--- src/rtl/blit_dst_rmw.sv ---
// Destination read-modify-write sequencer for the blitter inner loop.
// Optional collision abort on a nonzero destination read: define DST_COLLISION_EN.
module blit_dst_rmw #(
  parameter int CW = 8
) (
  input  logic          CLK,
  input  logic          RESET,
  input  logic          START,
  input  logic [CW-1:0] CNT,
  input  logic          DSTRD,
  input  logic [3:0]    LFU,
  input  logic [7:0]    SRCD,
  input  logic [7:0]    DSTD,
  input  logic          MACK,
  output logic          MREQ,
  output logic          MWR,
  output logic [7:0]    OD,
  output logic          LDDSTL,
  output logic          ADRINC,
  output logic          BUSY,
  output logic          DONE,
  output logic          COLLIDE
);

  typedef enum logic [1:0] {
    S_IDLE  = 2'd0,
    S_READ  = 2'd1,
    S_WRITE = 2'd2
  } state_t;

  localparam logic [CW:0] CNT_ONE  = {{CW{1'b0}}, 1'b1};
  localparam logic [CW:0] CNT_FULL = {1'b1, {CW{1'b0}}};

  state_t      state_q, state_d;
  logic [CW:0] cnt_q, cnt_d;
  logic [7:0]  od_q, od_d;
  logic        done_q, done_d;
  logic        lddstl_s;
  logic        adrinc_s;
`ifdef DST_COLLISION_EN
  logic        coll_q, coll_d;
`endif

  // Each OD bit selects one LFU entry using {source bit, destination bit} as index.
  function automatic logic [7:0] lfu_apply(input logic [3:0] f, input logic [7:0] s,
                                           input logic [7:0] d);
    logic [7:0] r;
    r = 8'h00;
    for (int i = 0; i < 8; i++) begin
      r[i] = f[{s[i], d[i]}];
    end
    return r;
  endfunction

  // State register and registered outputs.
  always_ff @(posedge CLK or posedge RESET) begin
    if (RESET) begin
      state_q <= S_IDLE;
      cnt_q   <= {(CW+1){1'b0}};
      od_q    <= 8'h00;
      done_q  <= 1'b0;
`ifdef DST_COLLISION_EN
      coll_q  <= 1'b0;
`endif
    end else begin
      state_q <= state_d;
      cnt_q   <= cnt_d;
      od_q    <= od_d;
      done_q  <= done_d;
`ifdef DST_COLLISION_EN
      coll_q  <= coll_d;
`endif
    end
  end

  // Next-state, count, write data and per-cycle strobes.
  always_comb begin
    state_d  = state_q;
    cnt_d    = cnt_q;
    done_d   = 1'b0;
    lddstl_s = 1'b1;
    adrinc_s = 1'b0;
`ifdef DST_COLLISION_EN
    coll_d   = coll_q;
`endif
    case (state_q)
      S_IDLE: begin
        if (START) begin
          cnt_d   = (CNT == {CW{1'b0}}) ? CNT_FULL : {1'b0, CNT};
          state_d = DSTRD ? S_READ : S_WRITE;
`ifdef DST_COLLISION_EN
          coll_d  = 1'b0;
`endif
        end else begin
          state_d = S_IDLE;
        end
      end
      S_READ: begin
        if (MACK) begin
          // Latch is transparent this cycle, so DSTD already shows the fetched data.
          lddstl_s = 1'b0;
`ifdef DST_COLLISION_EN
          if (DSTD != 8'h00) begin
            state_d = S_IDLE;
            done_d  = 1'b1;
            coll_d  = 1'b1;
          end else begin
            state_d = S_WRITE;
          end
`else
          state_d = S_WRITE;
`endif
        end else begin
          state_d = S_READ;
        end
      end
      S_WRITE: begin
        if (MACK) begin
          adrinc_s = 1'b1;
          cnt_d    = cnt_q - CNT_ONE;
          if (cnt_q == CNT_ONE) begin
            state_d = S_IDLE;
            done_d  = 1'b1;
          end else begin
            state_d = DSTRD ? S_READ : S_WRITE;
          end
        end else begin
          state_d = S_WRITE;
        end
      end
      default: begin
        state_d = S_IDLE;
      end
    endcase

    if (state_d == S_WRITE) begin
      od_d = lfu_apply(LFU, SRCD, DSTD);
    end else begin
      od_d = od_q;
    end
  end

  assign MREQ   = (state_q != S_IDLE);
  assign BUSY   = (state_q != S_IDLE);
  assign MWR    = (state_q == S_WRITE);
  assign OD     = od_q;
  assign DONE   = done_q;
  assign LDDSTL = lddstl_s;
  assign ADRINC = adrinc_s;
`ifdef DST_COLLISION_EN
  assign COLLIDE = coll_q;
`else
  assign COLLIDE = 1'b0;
`endif

endmodule

--- config.mk ---
export PLATFORM = sky130hd
export DESIGN_NAME = blit_dst_rmw
export DESIGN_NICKNAME = d
export VERILOG_FILES = /design/src/rtl/blit_dst_rmw.sv
export SDC_FILE = /design/constraint.sdc
export NUM_CORES = 1
export LEC_CHECK = 0
export BUFFER_PORTS_ARGS = -buffer_cell sky130_fd_sc_hd__buf_4
export CORE_MARGIN = 2
export CORE_UTILIZATION = 48
export CTS_CLUSTER_DIAMETER = 60
export DETAILED_ROUTE_END_ITERATION = 12
export PLACE_DENSITY_LB_ADDON = 0.08
export REMOVE_ABC_BUFFERS = 1
export SLEW_MARGIN = 20
export SYNTH_ARGS = -nofsm -noshare
export SYNTH_HDL_FRONTEND = slang
export SYNTH_SLANG_ARGS = --single-unit
--- constraint.sdc ---
create_clock -name CLK -period 2.4 [get_ports CLK]
set_clock_uncertainty 0.15 [all_clocks]
set_input_delay 0.12 -clock CLK [delete_from_list [all_inputs] [get_ports CLK]]
set_output_delay 0.12 -clock CLK [all_outputs]
set_load 0.01 [all_outputs]
; ---- Word level (Yosys, flattened, before mapping)
; Cells that the tools add are included.
; Widths: inputs -> output; s select.
[word_totals]
elab_cells = 57
out_inout_bits = 15
inputBits = 33
register_bits = 20
[classes]
order_cmp = 8
eq_ne = 6
n_addsub = 1
muxes = 33
n_reduce_logical = 5
[ops]
columns = op, count
row1 = $mux 9, 3
row2 = $lt 2x3->1 const B, 8
row3 = $pmux 9 s2, 1
row4 = $bmux 1 s2, 8
row5 = $mux 1, 15
row6 = $mux 2, 5
row7 = $eq 9x1->1 const B, 1
row8 = $sub 9x1->9 const B, 1
row9 = $logic_not 8->1, 1
row10 = $pmux 2 s3, 1
row11 = $eq 2x2->1 const B, 2
row12 = $ne 2x2->1 const B, 2
row13 = $reduce_bool 2->1, 2
row14 = $reduce_and 3->1, 1
row15 = $eq 2x1->1 const B, 1
row16 = $logic_not 2->1, 1

; ---- Longest topological paths before layout
; Gate-level depths: netlist of run 1.
[depth]
depth_word = 5
depth_mapped = 6

; ---- Worst setup path before layout of run 1
; OpenSTA, ideal clock, no wires.
[synth_timing]
kind = reg-to-reg
startpoint = reg state_q[1]
endpoint = reg od_q[0], in the netlist OD[0]
arrival_time_ns = 1.634
path_stages_with_launch = 5
n_path_buf = 0
slack_ns = 0.491
setup_ns = 0.125
required_ns = 2.125
synth_period_minus_slack_ns = 1.909
path_cell_list = dfrtp_1 or2_2 a21o_1 a32oi_4 mux2_2
[synth_via]
elab_chain_len = 3
[synth_lines]
columns = item, line_no
row1 = start: declaration, 34  ; state_t state_q, state_d;
row2 = start signal: assignment, 66  ; state_q <= state_d;
row3 = $eq 2x2->1 (tied with other cells), 86  ; case (state_q)
row4 = $pmux 2 s3 *, 86
row5 = $eq 2x2->1 *, 136  ; if (state_d == S_WRITE) begin
row6 = end signal: assignment, 60  ; od_q <= 8'h00;
row7 = end signal: assignment, 68  ; od_q <= od_d;
row8 = end: declaration, 36  ; logic [7:0] od_q, od_d;
; Mark *: on every way between the ends. The rest lies on a longest branch, timed or not.
; A chain may end at the register's enable or synchronous reset.

; ---- Final worst setup path of run 1
[layout_timing]
startpoint = reg cnt_q[6]
endpoint = reg od_q[0], in the netlist OD[0]
[layout_via]
elab_chain_len = 5
[layout_lines]
columns = item, line_no
row1 = start: declaration, 35  ; logic [CW:0] cnt_q, cnt_d;
row2 = start signal: assignment, 59  ; cnt_q <= {(CW+1){1'b0}};
row3 = start signal: assignment, 67  ; cnt_q <= cnt_d;
row4 = $eq 9x1->1, 121  ; if (cnt_q == CNT_ONE) begin
row5 = $mux 2, 121
row6 = $mux 2, 118  ; if (MACK) begin
row7 = $pmux 2 s3, 86
row8 = $eq 2x2->1, 136
; No other way between the ends.

==> results of run 1 <==
-- state kept, by name, summed over array words and instances, names as in the netlist --
signal   count
cnt_q        9
OD           8
DONE         1
state_q      2
-- worst max-delay path by stage --
| stage | start | to | slack, ns | cells after the start |
|---|---|---|---|---|
| global placement | cnt_q[6] | OD[2] | 0.32 | 4 |
| finish | cnt_q[6] | OD[0] | 0.23 | 4 |
| global route | cnt_q[6] | OD[3] | 0.11 | 4 |
| CTS | cnt_q[6] | OD[0] | 0.22 | 4 |
| detailed placement | cnt_q[6] | OD[0] | 0.25 | 4 |
| floorplan | state_q[1] | OD[0] | 0.46 | 4 |
-- cells in the mapped netlist (all sizes together) --
master  instances
mux2            8
ha              2
a21o            2
nor2            9
a31o            2
nor3            2
or3b            1
o21a            2
and3            1
a22oi           2
mux4            8
nand4b          1
nor3b           1
conb            1
or2             1
a32oi           1
nor2b           1
dfrtp          20
o31a            1
or4             1
o22a            2
clkinv          1
a211oi          1
nand2b          3
inv             6
o21ai          10
o22ai           1
and2            2
and2b           1
a31oi           2
buf             2
nand3b          2
nor4            3
a21oi           9
nand2           1
clkbuf          3
-- power by group through the flow --
stage | clock (mW) | sequential (mW) | combinational (mW)
global placement | 0 | 0.626 | 0.952
detailed placement | 0 | 0.633 | 0.986
CTS | 0.202 | 0.628 | 0.995
global route | 0.215 | 0.658 | 1.09
finish | 0.198 | 0.631 | 0.992
floorplan | 0 | 0.638 | 0.591
-- worst min-delay path, stage by stage --
cell     delay (ns)
buf_4          0.09
and2_1         0.10
o21ai_0        0.06
o21ai_0        0.06
-- area by class of cell --
cell class,count,share of cell area
Multi-Input combinational cell,84,0.4166
Sequential cell,20,0.2939
Timing Repair Buffer,51,0.2307
Tap cell,30,0.02204
Clock buffer,4,0.02131
Inverter,7,0.01543
-- per-layer routing --
metal  wire length [um]  vias to the layer above  global-route usage
met5                  0                        -                   0
met4                 54                        0             0.07666
met3                156                        6             0.04918
met2               1601                       46              0.3673
met1               1274                      543              0.2631
li1                   -                      539                   -
-- timing repair --
item | 4_1_cts | 5_1_grt
hold buffers | 4 | 0
resized for setup | 0 | 0
hold endpoints to repair | 23 | 0
-- per-stage QoR --
| stage | power (mW) | hold slack [ns] | utilization |
|---|---|---|---|
| finish | 1.820 | 0.009408 | 0.6874 |
| global route | 1.960 | 0.03008 | 0.6874 |
| global placement | 1.577 | 0.1542 | 0.6566 |
| CTS | 1.824 | 0.01079 | 0.6874 |
| detailed placement | 1.619 | 0.1623 | 0.6566 |
| floorplan | 1.229 | -0.06617 | - |
-- kinds of logic (layout without fill, tap and decap cells) --
logic type | after synthesis | after routing | share of synthesized area
fa+ha+maj | 2 | 2 | 0.01980
mux | 16 | 16 | 0.2139
compound gates | 35 | 35 | 0.1881
simple gates | 30 | 30 | 0.1366
flops | 20 | 20 | 0.3960
other cells | 1 | 1 | 0.002967
buf+inv | 12 | 62 | 0.04257
==> run_results.csv, run 1 <==
group,metric,value,unit
outcome,outcome,"completed",
worst_setup_path,r2r-start,"cnt_q[6]",
power,ir_drop,0.6848,mV
cts,clockBufferDepth,2,
final_layout,fillers,187,
drt,via_count,1134,
worst_setup_path,critical-path-top-delay-family,"simple AND/OR/NAND/NOR gates",
grt,grt_pass1_wl,5271,um
floorplan,start_util,0.5101,
worst_setup_path,cpPeakStageDelay,0.43,ns
final_layout,multiInputGateArea,709.4,um2
floorplan,coreArea,2477,um2
timing,final-max-slew-violation-count,0,
cts,htree_levels,1,
worst_setup_path,rr_worst_depth,4,
floorplan,die_height,55.31,um
final_layout,drive_gt1_frac,0.4398,
logic_synthesis,synth-seq-cells,20,
min_path,hold_end,"cnt_q[0]",
logic_synthesis,synth_top_cells_by_area,"dfrtp_1 40%, mux4_2 14%, mux2_2 7.1%, o21ai_0 4.0%, a21oi_1 3.6%",
grt,grt_max_degree,21,
timing,max_freq,460.8,MHz
worst_setup_path,cp.required,2.44,ns
timing,timing.final.ws_setup,0.2298,ns
floorplan,ios,48,
logic_synthesis,syn-instance-count,116,
grt,antenna_found_initial,0,
worst_setup_path,cp_cell_sequence,"nor4_1 -> nand4b_1 -> a32oi_4 -> mux2_2",
logic_synthesis,synth_area,1264,um2
power,internal-power,1.089,mW
timing,fin_crit_sh,0.9043,
min_path,hp-start,"CNT[0]",
floorplan,die_w,55.31,um
place,dpl.hpwl,2343,um
power,powerDensity,1069,nW/um2
timing,relSlewSlack,0.4892,
drt,drtIter0Drc,35,
worst_setup_path,crit_fanout,9,
drt,first_pass_iters,4,
drt,route.detailed.drc,0,
worst_setup_path,cp-start-kind,"flip-flop",
drt,postRouteAntennaNets,0,
floorplan,die-area,3059,um2
worst_setup_path,rrSetupSlack,0.23,ns
place,place_area,1627,um2
final_layout,final_cells,196,
min_path,min_path_type,"in2reg",
cts,cts_buffers,3,
place,io_buffers,46,
place,dp.cells,188,
cts,tritoncts,"built",
timing,period_needed,2.170,ns
grt,grt_pass1_vias,1177,
final_layout,final_common_cell,"buf_4",
timing,tightest_slew,0.7653,ns
timing,hold_viol,0,
drt,drt-total-wl,3086,um
power,combPwrFrac,0.545,
cts,cts_root_buf,"clkbuf_4",
worst_setup_path,cp_slowest_cell,"a32oi_4",
logic_synthesis,synth_top_area_share,0.3960,
final_layout,syn_to_final_growth,34.75,%
final_layout,layout_common_cells,"47 x buf_4, 20 x dfrtp_1, 10 x o21ai_0, 9 x nor2_1, 9 x a21oi_1",
cts,clock_sinks,20,
power,p_sw_frac,0.4016,
logic_synthesis,syn_avg_cell_area,10.89,um2
worst_setup_path,crit_buf_inv,0,
grt,grt.total_usage,0.2141,
power,p_clk_frac,0.109,
timing,fin_tns_setup,0,ns
run,maxCapViolCount,0,
final_layout,diodes,0,
floorplan,rows,18,
timing,rsz0062_at_grt,"false",
worst_setup_path,critPathKind,"reg2reg",
power,p_switching,0.7310,mW
timing,setup-violations-final,0,
worst_setup_path,setup.worst_path.end_class,"flip-flop",
place,place_congestion,0.8873,
logic_synthesis,yosysTopAreaCell,"dfrtp_1",
logic_synthesis,synthDistinctLibCells,37,
cts,clock_latency,0.30,ns
power,pwr-share-seq,0.347,
worst_setup_path,critPathArrivalTime,2.21,ns
cts,postCtsSetupBuffers,0,
final_layout,nNetsFinal,202,
min_path,holdPathStages,4,
place,pre_cts_ws,0.2463,ns
final_layout,regArea,500.5,um2
logic_synthesis,yosysWarnings,0,
power,leakage,0.7594,nW
cts,cts.clk_slew.worst_paths,0.12,ns
grt,overflow,0,
logic_synthesis,ys_seq_area_frac,0.3960,
final_layout,final_cell_area,1703,um2
drt,viasPerCell,5.786,
worst_setup_path,timing.rr.end,"OD[0]",
drt,wl_per_cell,15.74,um
No activity file was read; power rests on OpenSTA's default activity.
==> run 2: changes to the inputs <==
CORE_ASPECT_RATIO = 2   (was default)
SLEW_MARGIN = 15   (was 20)
TNS_END_PERCENT = 20   (was default)
==> run 2 against run 1 <==
Against the previous run: the run now ends with hold timing left; clock-buffer cell count shrank 1; first-iteration DRC count shrank 31%; final cell count decreased by 2.6%; via count up 1.8%; largest cell class unchanged.
==> run_results.csv, run 2 (same netlist as run 1, synthesis figures left out) <==
group,metric,value,unit
worst_setup_path,cp.required,2.39,ns
floorplan,ios,48,
final_layout,nNetsFinal,200,
drt,wl_per_cell,16.14,um
cts,htree_levels,1,
power,p_switching,0.7307,mW
worst_setup_path,cp_cell_sequence,"nor4_1 -> nand4b_1 -> a32oi_4 -> mux2_2",
drt,first_pass_iters,4,
worst_setup_path,critical-path-top-delay-family,"simple AND/OR/NAND/NOR gates",
min_path,min_path_type,"in2reg",
grt,overflow,0,
outcome,outcome,"complete, but fails checks",
worst_setup_path,r2r-start,"cnt_q[6]",
timing,relSlewSlack,0.4897,
run,maxCapViolCount,0,
min_path,hold_end,"cnt_q[1]",
drt,postRouteAntennaNets,0,
place,dpl.hpwl,2599,um
place,io_buffers,46,
place,place_area,1624,um2
cts,tritoncts,"built",
cts,ctsHoldBuffers,2,
cts,cts_buffers,3,
min_path,holdPathStages,3,
timing,period_needed,2.095,ns
place,pre_cts_ws,0.2958,ns
final_layout,layout_common_cells,"47 x buf_4, 20 x dfrtp_1, 10 x o21ai_0, 9 x nor2_1, 9 x a21oi_1",
final_layout,largest-register,"cnt_q",
worst_setup_path,crit_fanout,9,
cts,cts.clk_slew.worst_paths,0.07,ns
timing,rsz0062_at_grt,"false",
drt,drt-total-wl,3083,um
floorplan,die_w,40.28,um
floorplan,coreArea,2537,um2
drt,viasPerCell,6.042,
timing,max_freq,477.3,MHz
worst_setup_path,crit_buf_inv,0,
grt,antenna_found_initial,0,
final_layout,drive_gt1_frac,0.4417,
grt,grt_max_degree,21,
timing,setup-violations-final,0,
drt,via_count,1154,
drt,drtIter0Drc,24,
floorplan,start_util,0.4980,
power,leakage,0.7516,nW
power,powerDensity,1091,nW/um2
power,internal-power,1.108,mW
timing,timing.final.ws_setup,0.3047,ns
power,combPwrFrac,0.535,
worst_setup_path,critPathArrivalTime,2.08,ns
final_layout,finish.utilization,0.6642,
power,pwr-share-seq,0.347,
timing,fin_tns_setup,0,ns
final_layout,largest_register_ffs,9,
final_layout,diodes,0,
place,dp.cells,186,
power,ir_drop,0.4892,mV
grt,grt_pass1_wl,4836,um
place,place_congestion,0.8532,
drt,route.detailed.drc,0,
power,p_total,1.839,mW
timing,holdWs,-0.002991,ns
worst_setup_path,cpPeakStageDelay,0.43,ns
grt,grt_pass1_vias,1184,
final_layout,final_common_cell,"buf_4",
min_path,hp-start,"CNT[1]",
cts,post_cts_resize_count,0,
floorplan,die-area,3084,um2
worst_setup_path,setup.worst_path.end_class,"flip-flop",
floorplan,die_height,76.56,um
timing,hold_viol,1,
cts,clock_sinks,20,
final_layout,syn_to_final_growth,33.37,%
worst_setup_path,cp-start-kind,"flip-flop",
worst_setup_path,rr_worst_depth,4,
power,p_clk_frac,0.118,
cts,postCtsSetupBuffers,0,
floorplan,rows,26,
worst_setup_path,timing.rr.end,"OD[0]",
grt,grt.total_usage,0.2223,
power,p_sw_frac,0.3973,
final_layout,final_cells,191,
worst_setup_path,critPathKind,"reg2reg",
outcome,violations,"hold timing",
timing,tightest_slew,0.7645,ns
cts,cts_root_buf,"clkbuf_8",
timing,fin_crit_sh,0.8730,
final_layout,final_cell_area,1685,um2
cts,clockBufferDepth,2,
timing,final-max-slew-violation-count,0,
cts,clock_latency,0.25,ns
worst_setup_path,rrSetupSlack,0.30,ns
worst_setup_path,cp_slowest_cell,"a32oi_4",
-- run 2: cell types whose count changed in the layout (fill, tap and decap cells not counted), sizes merged --
cell         change
clkbuf           -1
dlygate4sd3      -2
-- run 2: power groups by stage --
stage          Sequential, mW  Combinational, mW  Clock (mW)
6_report                0.639              0.983       0.217
2_1_floorplan           0.638              0.591           0
3_3_place_gp            0.626              0.958           0
4_1_cts                 0.636              0.993       0.217
5_1_grt                 0.657               1.09       0.238
3_5_place_dp            0.641              0.990           0
-- run 2: worst register-to-register path: stages (launching register included) --
cell	delay, ns
dfrtp_1	0.40
nor4_1	0.36
nand4b_1	0.25
a32oi_4	0.43
mux2_2	0.39
-- run 2: layout make-up --
cell class | count | area, um2
Sequential cell | 20 | 500.5
Inverter | 7 | 26.28
Clock buffer | 3 | 41.29
Tap cell | 28 | 35.03
Multi-Input combinational cell | 84 | 709.4
Fill cell | 217 | 852.1
Timing Repair Buffer | 49 | 372.9
-- run 2: layer usage --
layer  global-route usage  up-vias  routed length (um)
li1                     -      530                   -
met3              0.03207        8                 174
met1               0.1843      560                 898
met4              0.07000        0                  61
met2               0.4484       56                1948
met5                    0        -                   0
-- run 2: worst max path at each step --
stage                          start        to  slack (ns)  depth (start not counted)
final                       cnt_q[6]     OD[0]        0.30                          4
after global routing        cnt_q[0]  cnt_q[6]        0.17                          6
after CTS                   cnt_q[6]     OD[0]        0.28                          4
after detailed placement    cnt_q[6]     OD[0]        0.30                          4
after global placement      cnt_q[6]     OD[6]        0.34                          4
after floorplan           state_q[1]     OD[0]        0.46                          4
==> run 3: changes to the inputs <==
==> constraint.sdc (replaced) <==
create_clock -name CLK -period 2.4 [get_ports CLK]
set_clock_uncertainty 0.15 [all_clocks]
set_input_delay 0.24 -clock CLK [delete_from_list [all_inputs] [get_ports CLK]]
set_output_delay 0.24 -clock CLK [all_outputs]
set_load 0.01 [all_outputs]
==> run 3 against run 2 <==
Against the previous run: the run still ends with hold timing left; sequential cell count unchanged; setup slack worse by 0.037 ns; register-to-register slack about the same; sequential share of layout area up 0.36 points; sequential power about the same; final cell count down 1.0%; non-clock buffer count down 2; critical endpoint is now ADRINC; critical path depth unchanged.
==> run_results.csv, run 3 (same netlist as run 1, synthesis figures left out) <==
group,metric,value,unit
timing,relSlewSlack,0.4890,
worst_setup_path,cpPeakStageDelay,0.44,ns
power,p_sw_frac,0.3976,
drt,route.detailed.drc,0,
worst_setup_path,critPathArrivalTime,1.74,ns
worst_setup_path,cp.required,2.01,ns
outcome,violations,"hold timing",
power,internal-power,1.106,mW
cts,clockBufferDepth,2,
cts,post_cts_resize_count,0,
place,pre_cts_ws,0.2958,ns
final_layout,diodes,0,
cts,cts.clk_slew.worst_paths,0.07,ns
place,dpl.hpwl,2599,um
drt,postRouteAntennaNets,0,
power,pwr-share-seq,0.348,
drt,wl_per_cell,16.15,um
final_layout,syn_to_final_growth,31.78,%
place,io_buffers,46,
final_layout,regArea,500.5,um2
timing,max_freq,469.1,MHz
grt,overflow,0,
drt,drt-total-wl,3053,um
cts,cts_buffers,3,
worst_setup_path,cp_cell_sequence,"nand2b_1 -> clkinv_1 -> and2_1 -> buf_4",
floorplan,rows,26,
power,p_switching,0.7300,mW
timing,fin_tns_setup,0,ns
drt,viasPerCell,6.058,
final_layout,multiInputGateArea,709.4,um2
floorplan,coreArea,2537,um2
cts,postCtsSetupBuffers,0,
worst_setup_path,cp_slowest_cell,"dfrtp_1",
timing,rsz0062_at_grt,"false",
cts,htree_levels,1,
worst_setup_path,crit_buf_inv,2,
floorplan,ios,48,
power,p_clk_frac,0.118,
cts,tritoncts,"built",
worst_setup_path,setup.worst_path.end_class,"output port",
grt,antenna_found_initial,0,
cts,ctsHoldBuffers,0,
cts,clock_latency,0.25,ns
final_layout,final_common_cell,"buf_4",
timing,period_needed,2.132,ns
cts,cts_root_buf,"clkbuf_8",
floorplan,start_util,0.4980,
outcome,outcome,"complete, but fails checks",
final_layout,largest_register_ffs,9,
grt,grt.total_usage,0.2190,
timing,tightest_slew,0.7656,ns
worst_setup_path,cp-start-kind,"flip-flop",
floorplan,die_w,40.28,um
power,powerDensity,1103,nW/um2
timing,hold_viol,20,
final_layout,final_cells,189,
final_layout,fillers,219,
final_layout,layout_common_cells,"47 x buf_4, 20 x dfrtp_1, 10 x o21ai_0, 9 x nor2_1, 9 x a21oi_1",
floorplan,die-area,3084,um2
final_layout,nNetsFinal,198,
grt,grt_max_degree,21,
min_path,min_path_type,"in2async",
timing,final-max-slew-violation-count,0,
worst_setup_path,crit_fanout,10,
worst_setup_path,critPathKind,"reg2out",
drt,via_count,1145,
place,place_congestion,0.8532,
floorplan,die_height,76.56,um
drt,first_pass_iters,4,
place,dp.cells,186,
final_layout,largest-register,"cnt_q",
grt,grt_pass1_vias,1166,
timing,timing.final.ws_setup,0.2680,ns
grt,grt_pass1_wl,4767,um
power,leakage,0.7432,nW
run,maxCapViolCount,0,
timing,setup-violations-final,0,
worst_setup_path,critical-path-top-delay-family,"simple AND/OR/NAND/NOR gates",
timing,holdWs,-0.02528,ns
final_layout,drive_gt1_frac,0.4472,
cts,clock_sinks,20,
power,ir_drop,0.4892,mV
timing,fin_crit_sh,0.8883,
drt,drtIter0Drc,21,
power,combPwrFrac,0.534,
==> run 3: cell type report <==
class,count,share of cell area
multi-input cells,84,0.4260
flip-flops and latches,20,0.3005
repair buffers,47,0.2119
clock buffers,3,0.02479
well taps,28,0.02104
inverters,7,0.01578
==> run 3: final timing paths <==
kind | startpoint | to | slack, ns | cells after the start
worst max-delay path | state_q[0] | ADRINC | 0.27 | 4
worst min-delay path | RESET | cnt_q[3] | -0.03 | 2
worst max register to register | cnt_q[6] | OD[0] | 0.30 | 4
worst min register to register | OD[5] | OD[5] | 0.37 | 1
max in group asynchronous | RESET | OD[0] | 1.64 | 2
min in group CLK | DSTRD | state_q[0] | 0.10 | 2
==> run 3: layer usage <==
layer  up-vias  share of wire  track usage
met5         -              0            0
met4         0          0.020      0.07000
met3         8          0.059      0.03207
met2        56           0.63       0.4419
met1       555           0.29       0.1804
li1        526              -            -
==> run 3: per-stage QoR <==
stage                       util  instance area (um2)  total power, mW
after floorplan                -                 1236            1.229
after global placement    0.6400                 1624            1.585
after global routing      0.6563                 1665            1.985
after detailed placement  0.6400                 1624            1.631
after CTS                 0.6563                 1665            1.843
final                     0.6563                 1665            1.836
==> run 3: power by group through the flow <==
stage               sequential, mW  clock [mW]  combinational (mW)
finish                       0.639       0.217               0.980
global route                 0.657       0.238                1.09
CTS                          0.636       0.217               0.990
detailed placement           0.641           0               0.990
global placement             0.626           0               0.958
floorplan                    0.638           0               0.591
